$ cat src/rtl/holy_irq_pkg.sv
// Shared definitions for the Holy Core external-interrupt controller.
// Contents: register byte offsets, AXI response codes and a byte-strobe
// expansion helper used by the register write path.
package holy_irq_pkg;

   // Register byte offsets. Only address bits [4:2] are decoded.
   localparam logic [4:0] PENDING_OFF  = 5'h00;
   localparam logic [4:0] ENABLE_OFF   = 5'h04;
   localparam logic [4:0] MODE_OFF     = 5'h08;
   localparam logic [4:0] POLARITY_OFF = 5'h0C;
   localparam logic [4:0] CLAIM_OFF    = 5'h10;
   localparam logic [4:0] RAW_OFF      = 5'h14;

   localparam logic [1:0] RESP_OKAY   = 2'b00;
   localparam logic [1:0] RESP_SLVERR = 2'b10;

   // Expand a 4-bit byte strobe into a 32-bit bit mask.
   function automatic logic [31:0] strb_mask(input logic [3:0] strb);
      logic [31:0] m;
      for (int b = 0; b < 4; b++) m[8*b +: 8] = {8{strb[b]}};
      return m;
   endfunction

endpackage

$ cat src/rtl/holy_irq_ctrl_if.sv
// AXI-Lite register port of the interrupt controller.
// master: drives aw/w/ar channels and bready/rready.
// slave : drives awready/wready, b channel, arready and r channel.
interface holy_irq_ctrl_if #(
   parameter int ADDR_WIDTH = 8
);
   logic [ADDR_WIDTH-1:0] awaddr;
   logic                  awvalid;
   logic                  awready;
   logic [31:0]           wdata;
   logic [3:0]            wstrb;
   logic                  wvalid;
   logic                  wready;
   logic [1:0]            bresp;
   logic                  bvalid;
   logic                  bready;
   logic [ADDR_WIDTH-1:0] araddr;
   logic                  arvalid;
   logic                  arready;
   logic [31:0]           rdata;
   logic [1:0]            rresp;
   logic                  rvalid;
   logic                  rready;

   modport master (
      output awaddr, awvalid, wdata, wstrb, wvalid, bready, araddr, arvalid, rready,
      input  awready, wready, bresp, bvalid, arready, rdata, rresp, rvalid
   );

   modport slave (
      input  awaddr, awvalid, wdata, wstrb, wvalid, bready, araddr, arvalid, rready,
      output awready, wready, bresp, bvalid, arready, rdata, rresp, rvalid
   );
endinterface

$ cat src/rtl/holy_irq_sync.sv
// Multi-flop synchroniser for the raw interrupt lines.
// Ports: clk, rst_n (async active-low), d = raw asynchronous lines,
//        q = lines after SYNC_STAGES flops.
module holy_irq_sync #(
   parameter int NUM_IRQ     = 8,
   parameter int SYNC_STAGES = 2
) (
   input  logic               clk,
   input  logic               rst_n,
   input  logic [NUM_IRQ-1:0] d,
   output logic [NUM_IRQ-1:0] q
);
   logic [SYNC_STAGES-1:0][NUM_IRQ-1:0] chain;

   always_ff @(posedge clk or negedge rst_n) begin
      if (!rst_n) chain <= '0;
      else        chain <= {chain[SYNC_STAGES-2:0], d};
   end

   assign q = chain[SYNC_STAGES-1];
endmodule

$ cat src/rtl/holy_irq_ctrl.sv
// External-interrupt controller feeding the Holy Core machine-external
// interrupt. Each line is synchronised, optionally inverted, and either
// passed through as a level or captured as a rising edge into PENDING.
// Ports: clk, rst_n (async active-low), irq_in[NUM_IRQ] raw lines,
//        irq_out registered OR of pending & enable,
//        s_axi_lite AXI-Lite slave (PENDING/ENABLE/MODE/POLARITY/CLAIM/RAW).
module holy_irq_ctrl
   import holy_irq_pkg::*;
#(
   parameter int NUM_IRQ     = 8,
   parameter int SYNC_STAGES = 2,
   parameter int ADDR_WIDTH  = 8
) (
   input  logic               clk,
   input  logic               rst_n,
   input  logic [NUM_IRQ-1:0] irq_in,
   output logic               irq_out,
   holy_irq_ctrl_if.slave     s_axi_lite
);
   logic [NUM_IRQ-1:0]    sync_q, s, s_prev, set, pend_q, pending;
   logic [NUM_IRQ-1:0]    enable_q, mode_q, pol_q;
   logic [NUM_IRQ-1:0]    wmask, wbits, w1c, claim_oh, claim_clr;
   logic [31:0]           mask32, data32, claim_val, rd_word;
   logic [ADDR_WIDTH-1:0] aw_addr, ar_addr;
   logic [4:0]            w_off, r_off;
   logic                  live_q, w_hs, ar_hs, w_mapped, rd_err;
   logic                  bvalid_q, rvalid_q;
   logic [1:0]            bresp_q, rresp_q;
   logic [31:0]           rdata_q;
   logic                  unused_ok;

   holy_irq_sync #(.NUM_IRQ(NUM_IRQ), .SYNC_STAGES(SYNC_STAGES)) u_sync (
      .clk   (clk),
      .rst_n (rst_n),
      .d     (irq_in),
      .q     (sync_q)
   );

   // Line path: polarity-corrected level, rising-edge detect, and the
   // visible pending view (level lines bypass the pending flops).
   assign s       = sync_q ^ pol_q;
   assign set     = s & ~s_prev;
   assign pending = (mode_q & pend_q) | (~mode_q & s);

   // Lowest-index enabled pending line wins the claim.
   always_comb begin
      claim_oh  = '0;
      claim_val = '0;
      for (int i = NUM_IRQ - 1; i >= 0; i--) begin
         if (pending[i] && enable_q[i]) begin
            claim_oh    = '0;
            claim_oh[i] = 1'b1;
            claim_val   = 32'(i + 1);
         end
      end
   end

   // AXI-Lite decode. live_q keeps both channels quiet in the first cycle
   // after reset so no ready is seen while the block is still in reset.
   assign aw_addr  = s_axi_lite.awaddr;
   assign ar_addr  = s_axi_lite.araddr;
   assign w_off    = {aw_addr[4:2], 2'b00};
   assign r_off    = {ar_addr[4:2], 2'b00};
   assign w_mapped = (w_off <= RAW_OFF);
   assign w_hs     = live_q & s_axi_lite.awvalid & s_axi_lite.wvalid & ~bvalid_q;
   assign ar_hs    = live_q & s_axi_lite.arvalid & ~rvalid_q;

   assign mask32 = strb_mask(s_axi_lite.wstrb);
   assign data32 = s_axi_lite.wdata & mask32;
   assign wmask  = mask32[NUM_IRQ-1:0];
   assign wbits  = data32[NUM_IRQ-1:0];

   // W1C and claim clear are OR-ed; a same-cycle edge still sets the bit.
   assign w1c       = (w_hs && (w_off == PENDING_OFF)) ? wbits : '0;
   assign claim_clr = (ar_hs && (r_off == CLAIM_OFF)) ? (claim_oh & mode_q) : '0;

   always_comb begin
      rd_word = '0;
      rd_err  = 1'b0;
      case (r_off)
         PENDING_OFF:  rd_word = 32'(pending);
         ENABLE_OFF:   rd_word = 32'(enable_q);
         MODE_OFF:     rd_word = 32'(mode_q);
         POLARITY_OFF: rd_word = 32'(pol_q);
         CLAIM_OFF:    rd_word = claim_val;
         RAW_OFF:      rd_word = 32'(sync_q);
         default:      rd_err  = 1'b1;
      endcase
   end

   always_ff @(posedge clk or negedge rst_n) begin
      if (!rst_n) begin
         live_q   <= 1'b0;
         s_prev   <= '0;
         pend_q   <= '0;
         enable_q <= '0;
         mode_q   <= '0;
         pol_q    <= '0;
         irq_out  <= 1'b0;
         bvalid_q <= 1'b0;
         bresp_q  <= RESP_OKAY;
         rvalid_q <= 1'b0;
         rresp_q  <= RESP_OKAY;
         rdata_q  <= '0;
      end else begin
         live_q  <= 1'b1;
         s_prev  <= s;
         pend_q  <= mode_q & ((pend_q & ~w1c & ~claim_clr) | set);
         irq_out <= |(pending & enable_q);

         if (w_hs) begin
            case (w_off)
               ENABLE_OFF:   enable_q <= (enable_q & ~wmask) | wbits;
               MODE_OFF:     mode_q   <= (mode_q & ~wmask) | wbits;
               POLARITY_OFF: pol_q    <= (pol_q & ~wmask) | wbits;
               default: ;
            endcase
            bvalid_q <= 1'b1;
            bresp_q  <= w_mapped ? RESP_OKAY : RESP_SLVERR;
         end else if (s_axi_lite.bready) begin
            bvalid_q <= 1'b0;
         end

         if (ar_hs) begin
            rvalid_q <= 1'b1;
            rdata_q  <= rd_word;
            rresp_q  <= rd_err ? RESP_SLVERR : RESP_OKAY;
         end else if (s_axi_lite.rready) begin
            rvalid_q <= 1'b0;
         end
      end
   end

   assign s_axi_lite.awready = w_hs;
   assign s_axi_lite.wready  = w_hs;
   assign s_axi_lite.bvalid  = bvalid_q;
   assign s_axi_lite.bresp   = bresp_q;
   assign s_axi_lite.arready = live_q & ~rvalid_q;
   assign s_axi_lite.rvalid  = rvalid_q;
   assign s_axi_lite.rresp   = rresp_q;
   assign s_axi_lite.rdata   = rdata_q;

   // Address bits outside [4:2] and data bits above the line count are
   // intentionally ignored.
   assign unused_ok = ^{data32, mask32, aw_addr, ar_addr};
endmodule

$ cat src/flat_wrapper.sv
// flat-port wrapper written by rule: the top's interface ports become plain ports
module holy_irq_ctrl_flat import holy_irq_pkg::*;
#(
   parameter int NUM_IRQ     = 8,
   parameter int SYNC_STAGES = 2,
   parameter int ADDR_WIDTH  = 8
)
  (clk, rst_n, irq_in, irq_out, s_axi_lite_awaddr, s_axi_lite_awvalid, s_axi_lite_wdata, s_axi_lite_wstrb, s_axi_lite_wvalid, s_axi_lite_bready, s_axi_lite_araddr, s_axi_lite_arvalid, s_axi_lite_rready, s_axi_lite_awready, s_axi_lite_wready, s_axi_lite_bresp, s_axi_lite_bvalid, s_axi_lite_arready, s_axi_lite_rdata, s_axi_lite_rresp, s_axi_lite_rvalid);
  holy_irq_ctrl_if #(.ADDR_WIDTH(ADDR_WIDTH)) s_axi_lite_i ();
  input  logic clk;
  input  logic rst_n;
  input  logic [NUM_IRQ-1:0] irq_in;
  output logic irq_out;
  input wire logic [$bits(s_axi_lite_i.awaddr)-1:0] s_axi_lite_awaddr;
  input wire logic [$bits(s_axi_lite_i.awvalid)-1:0] s_axi_lite_awvalid;
  input wire logic [$bits(s_axi_lite_i.wdata)-1:0] s_axi_lite_wdata;
  input wire logic [$bits(s_axi_lite_i.wstrb)-1:0] s_axi_lite_wstrb;
  input wire logic [$bits(s_axi_lite_i.wvalid)-1:0] s_axi_lite_wvalid;
  input wire logic [$bits(s_axi_lite_i.bready)-1:0] s_axi_lite_bready;
  input wire logic [$bits(s_axi_lite_i.araddr)-1:0] s_axi_lite_araddr;
  input wire logic [$bits(s_axi_lite_i.arvalid)-1:0] s_axi_lite_arvalid;
  input wire logic [$bits(s_axi_lite_i.rready)-1:0] s_axi_lite_rready;
  output wire logic [$bits(s_axi_lite_i.awready)-1:0] s_axi_lite_awready;
  output wire logic [$bits(s_axi_lite_i.wready)-1:0] s_axi_lite_wready;
  output wire logic [$bits(s_axi_lite_i.bresp)-1:0] s_axi_lite_bresp;
  output wire logic [$bits(s_axi_lite_i.bvalid)-1:0] s_axi_lite_bvalid;
  output wire logic [$bits(s_axi_lite_i.arready)-1:0] s_axi_lite_arready;
  output wire logic [$bits(s_axi_lite_i.rdata)-1:0] s_axi_lite_rdata;
  output wire logic [$bits(s_axi_lite_i.rresp)-1:0] s_axi_lite_rresp;
  output wire logic [$bits(s_axi_lite_i.rvalid)-1:0] s_axi_lite_rvalid;
  assign s_axi_lite_i.awaddr = s_axi_lite_awaddr;
  assign s_axi_lite_i.awvalid = s_axi_lite_awvalid;
  assign s_axi_lite_i.wdata = s_axi_lite_wdata;
  assign s_axi_lite_i.wstrb = s_axi_lite_wstrb;
  assign s_axi_lite_i.wvalid = s_axi_lite_wvalid;
  assign s_axi_lite_i.bready = s_axi_lite_bready;
  assign s_axi_lite_i.araddr = s_axi_lite_araddr;
  assign s_axi_lite_i.arvalid = s_axi_lite_arvalid;
  assign s_axi_lite_i.rready = s_axi_lite_rready;
  assign s_axi_lite_awready = s_axi_lite_i.awready;
  assign s_axi_lite_wready = s_axi_lite_i.wready;
  assign s_axi_lite_bresp = s_axi_lite_i.bresp;
  assign s_axi_lite_bvalid = s_axi_lite_i.bvalid;
  assign s_axi_lite_arready = s_axi_lite_i.arready;
  assign s_axi_lite_rdata = s_axi_lite_i.rdata;
  assign s_axi_lite_rresp = s_axi_lite_i.rresp;
  assign s_axi_lite_rvalid = s_axi_lite_i.rvalid;
  holy_irq_ctrl #(.NUM_IRQ(NUM_IRQ), .SYNC_STAGES(SYNC_STAGES), .ADDR_WIDTH(ADDR_WIDTH)) u_core (.clk(clk), .rst_n(rst_n), .irq_in(irq_in), .irq_out(irq_out), .s_axi_lite(s_axi_lite_i));
endmodule
$ cat config.mk
export PLATFORM = sky130hd
export DESIGN_NAME = holy_irq_ctrl_flat
export DESIGN_NICKNAME = d
export VERILOG_FILES = /design/src/rtl/holy_irq_pkg.sv /design/src/rtl/holy_irq_ctrl_if.sv /design/src/rtl/holy_irq_sync.sv /design/src/rtl/holy_irq_ctrl.sv /design/src/flat_wrapper.sv
export SDC_FILE = /design/constraint.sdc
export NUM_CORES = 1
export LEC_CHECK = 0
export ABC_AREA = 1
export CAP_MARGIN = 10
export CORE_AREA = 2 2 98 100
export CTS_CLUSTER_DIAMETER = 150
export DETAILED_ROUTE_END_ITERATION = 16
export DIE_AREA = 0 0 100 102
export PLACE_DENSITY_LB_ADDON = 0.1
export SLEW_MARGIN = 15
export SYNTH_ARGS = -nofsm -noshare
export SYNTH_HDL_FRONTEND = slang
export SYNTH_SLANG_ARGS = --single-unit
$ cat constraint.sdc
create_clock -name clk -period 1.8 [get_ports clk]
set_input_delay 0.36 -clock clk [delete_from_list [all_inputs] [get_ports clk]]
set_output_delay 0.36 -clock clk [all_outputs]
set_load 0.03 [all_outputs]
==> results.md <==
* Status: completed
* Routed len/inst at 13.3 µm
* Fmax at 574 MHz
* Clock Latency Late Sink at 0.35 ns
* Resized cells post-CTS at 2
* CTS tree: done
* Vias per inst at 4.59
* Final WL at 8040 µm
* Hold Fails Final Rpt at 0
* Leading cell type in the layout, fill and taps excluded: nand2_1
* Hold_buf cts at 0
* DRC at 0
* Die height at 102 µm
* Top-Level Pins at 109
* CP endpoint: s_axi_lite_wready
* Crit Path Max Fanout at 6
* Clk root buf: clkbuf_8
* # H-tree levels at 3
* Die width at 100 µm
* CTS buffer count at 9
* Most frequent cells in the layout: nand2_1 (116), dfrtp_1 (70), inv_1 (46)
* N_diodes at 0
* Routability Congestion at between 0.8 and 0.9
* # Post-CTS Setup Buffers at 0
* Buf/Inv on CP at 3
* First-pass GRT wire length at 13300 µm
* Crit path depth at 4
* Critical Path Start: s_axi_lite_wvalid
* CTS Buffer Depth at 2
* Tmin final at about 1.7 ns
* Pwr Density at approximately 970 nW/µm²
* Clk_skew at 0.0117 ns
* Reg clk slew, reported paths at 0.07 ns
* Synth async-reset ratio at 100%
* Leak at 2.20 nW
* GR Util All Layers at 17.2%
* Synth Instances at between 400 and 500
* Worst flop-to-flop path endpoint: u_core.pend_q[4]
* Slowest stage delay, CP at 0.50 ns
* Multi-input logic area at 1470 µm²
* Synth Area per Inst at 8.63 µm²
* Placed standard-cell area at 4240 µm²
* Worst vdd ir at 0.504 mV
* CP cell instances: clkdlybuf4s50_1 > nand4_4 > clkinv_2 > buf_4
* Starting density of the core at 39.2%
* MaxCap Viol Count at 0
* Largest net degree at the start of global routing at 71
* Iteration-0 DRC count of the detailed router at 106
* Critical path arrival at 1.38 ns
* Antenna viol nets, final at 0
* Overflow after GRT at 0
* Critical Path Sink Type: primary output
* Sequential cell area at 1750 µm²
* Ys Warns at 0
* Worst Path Required at 1.44 ns
* Fillcell total at 876
* Area of the mapped netlist at 3570 µm²
* Final setup viols at 0
* Tcrit/Tclk final at 96.7%
* Die ar. at 10200 µm²
* FF-to-FF setup slack at approximately 0.32 ns
* R2R cell count at 8
* Layout cells sized above 1 at 17.6%
* Clock Sinks at 70
* Core region area at roughly 9100 µm²
* Crit path max-delay family: buffers and inverters
* Area Overhead vs Synth at 25.8%
* Vias in the first global route at 2666
* Initial antenna violation count at 0
* WHS at 0.0169 ns
* Worst min path class: in -> async
* Post-synthesis cell type count at 42
* Slew Viols, Final at 0
* Dominant synthesized flop cell: dfrtp_1
* Fin nets at 556
* IO Port Bufs at 45
* Crit Path Class: in -> out
* First-pass DRT Iterations at 4
* Rows at 35
* Post-layout util at 49.4%
* Post-synth EDFFs at 0
* RSZ-0062 raised after global routing: no
* Final instance area at around 4500 µm²
* Via count at 2779
* Synth Register Bits at 70
* CP startpoint kind: primary input
* Sequential cell area fraction in the yosys report at 49.0%
* Detailed placer's ending HPWL at 5800 µm
* Crit-path slowest cell: clkdlybuf4s50_1
## how the worst min path moves through the flow
| stage | startpoint | endpoint | slack (ns) |
|---|---|---|---|
| after floorplan | rst_n | async pin | 0.06 |
| after global placement | u_core.u_sync.chain[4] | u_core.u_sync.q[4] | 0.33 |
| after detailed placement | u_core.u_sync.chain[2] | u_core.u_sync.q[2] | 0.33 |
| after CTS | rst_n | u_core.u_sync.chain[2] | 0.04 |
| after global routing | rst_n | u_core.u_sync.chain[2] | 0.04 |
| final | rst_n | u_core.u_sync.chain[2] | 0.02 |
## Yosys cell counts, types with 2 or more instances
cell	number	area [µm²]
nand2_1	116	435
dfrtp_1	70	1750
inv_1	46	173
buf_4	27	203
o21ai_1	20	100
o21ai_0	18	90.1
nand3_1	17	85.1
nor2_1	13	48.8
a21oi_1	9	45.0
inv_2	9	33.8
nand3_2	7	70.1
or2_1	5	31.3
nand3_4	4	70.1
buf_2	3	15.0
nor2_2	3	18.8
nor2_4	3	33.8
nor3_1	3	15.0
o211ai_1	3	22.5
o22ai_1	3	18.8
or2_2	3	18.8
xnor2_1	3	26.3
a21oi_2	2	17.5
a22oi_1	2	15.0
conb_1	2	7.51
nand4_1	2	12.5
nand4_4	2	42.5
o21a_1	2	15.0
o221ai_1	2	17.5
or2_4	2	17.5
## worst register-to-register path: stages, from the launching register on
cell	delay (ns)
dfrtp_1	0.41
xnor2_1	0.24
nand2_1	0.12
nand3_2	0.12
inv_1	0.08
nor2_2	0.17
nand2_1	0.10
nand3_1	0.07
a21oi_1	0.06
## final cells by class
class | instances | share of cell area, %
Sequential cell | 70 | 39.0
Multi-Input combinational cell | 281 | 32.7
Timing Repair Buffer | 70 | 14.7
Inverter | 57 | 4.79
Clock buffer | 11 | 3.37
Tap cell | 111 | 3.09
Clock inverter | 5 | 2.31
## power by group
group	switching [mW]	internal, mW
Clock	0.609	0.999
Sequential	0.104	1.74
Combinational	0.575	0.356
Total	1.29	3.09
## per-layer routing
metal	GRT usage, %	wire [µm]
met5	0	0
met3	4.17	445
met4	8.11	136
met1	23.7	3880
met2	25.8	3580
## cell families (layout without fill, tap and decap cells)
kind of cell | count (synthesis) | in the layout | synth area share (%)
compound gates | 66 | 66 | 10.7
xor+xnor | 3 | 3 | 0.735
buf+inv | 88 | 143 | 12.4
flops | 70 | 70 | 49.0
other cells | 2 | 27 | 0.210
simple gates | 185 | 185 | 26.9
## metrics by stage
step,setup WS [ns],TNS [ns],cells,power (mW)
CTS,0.0376,0,605,4.41
global route,0.00102,0,605,4.61
finish,0.0591,0,605,4.38
floorplan,0.258,0,439,2.50
detailed placement,-0.200,-1.41,589,2.81
global placement,-0.208,-1.36,589,2.79
Note: power is estimated with default switching activity, not from simulation.
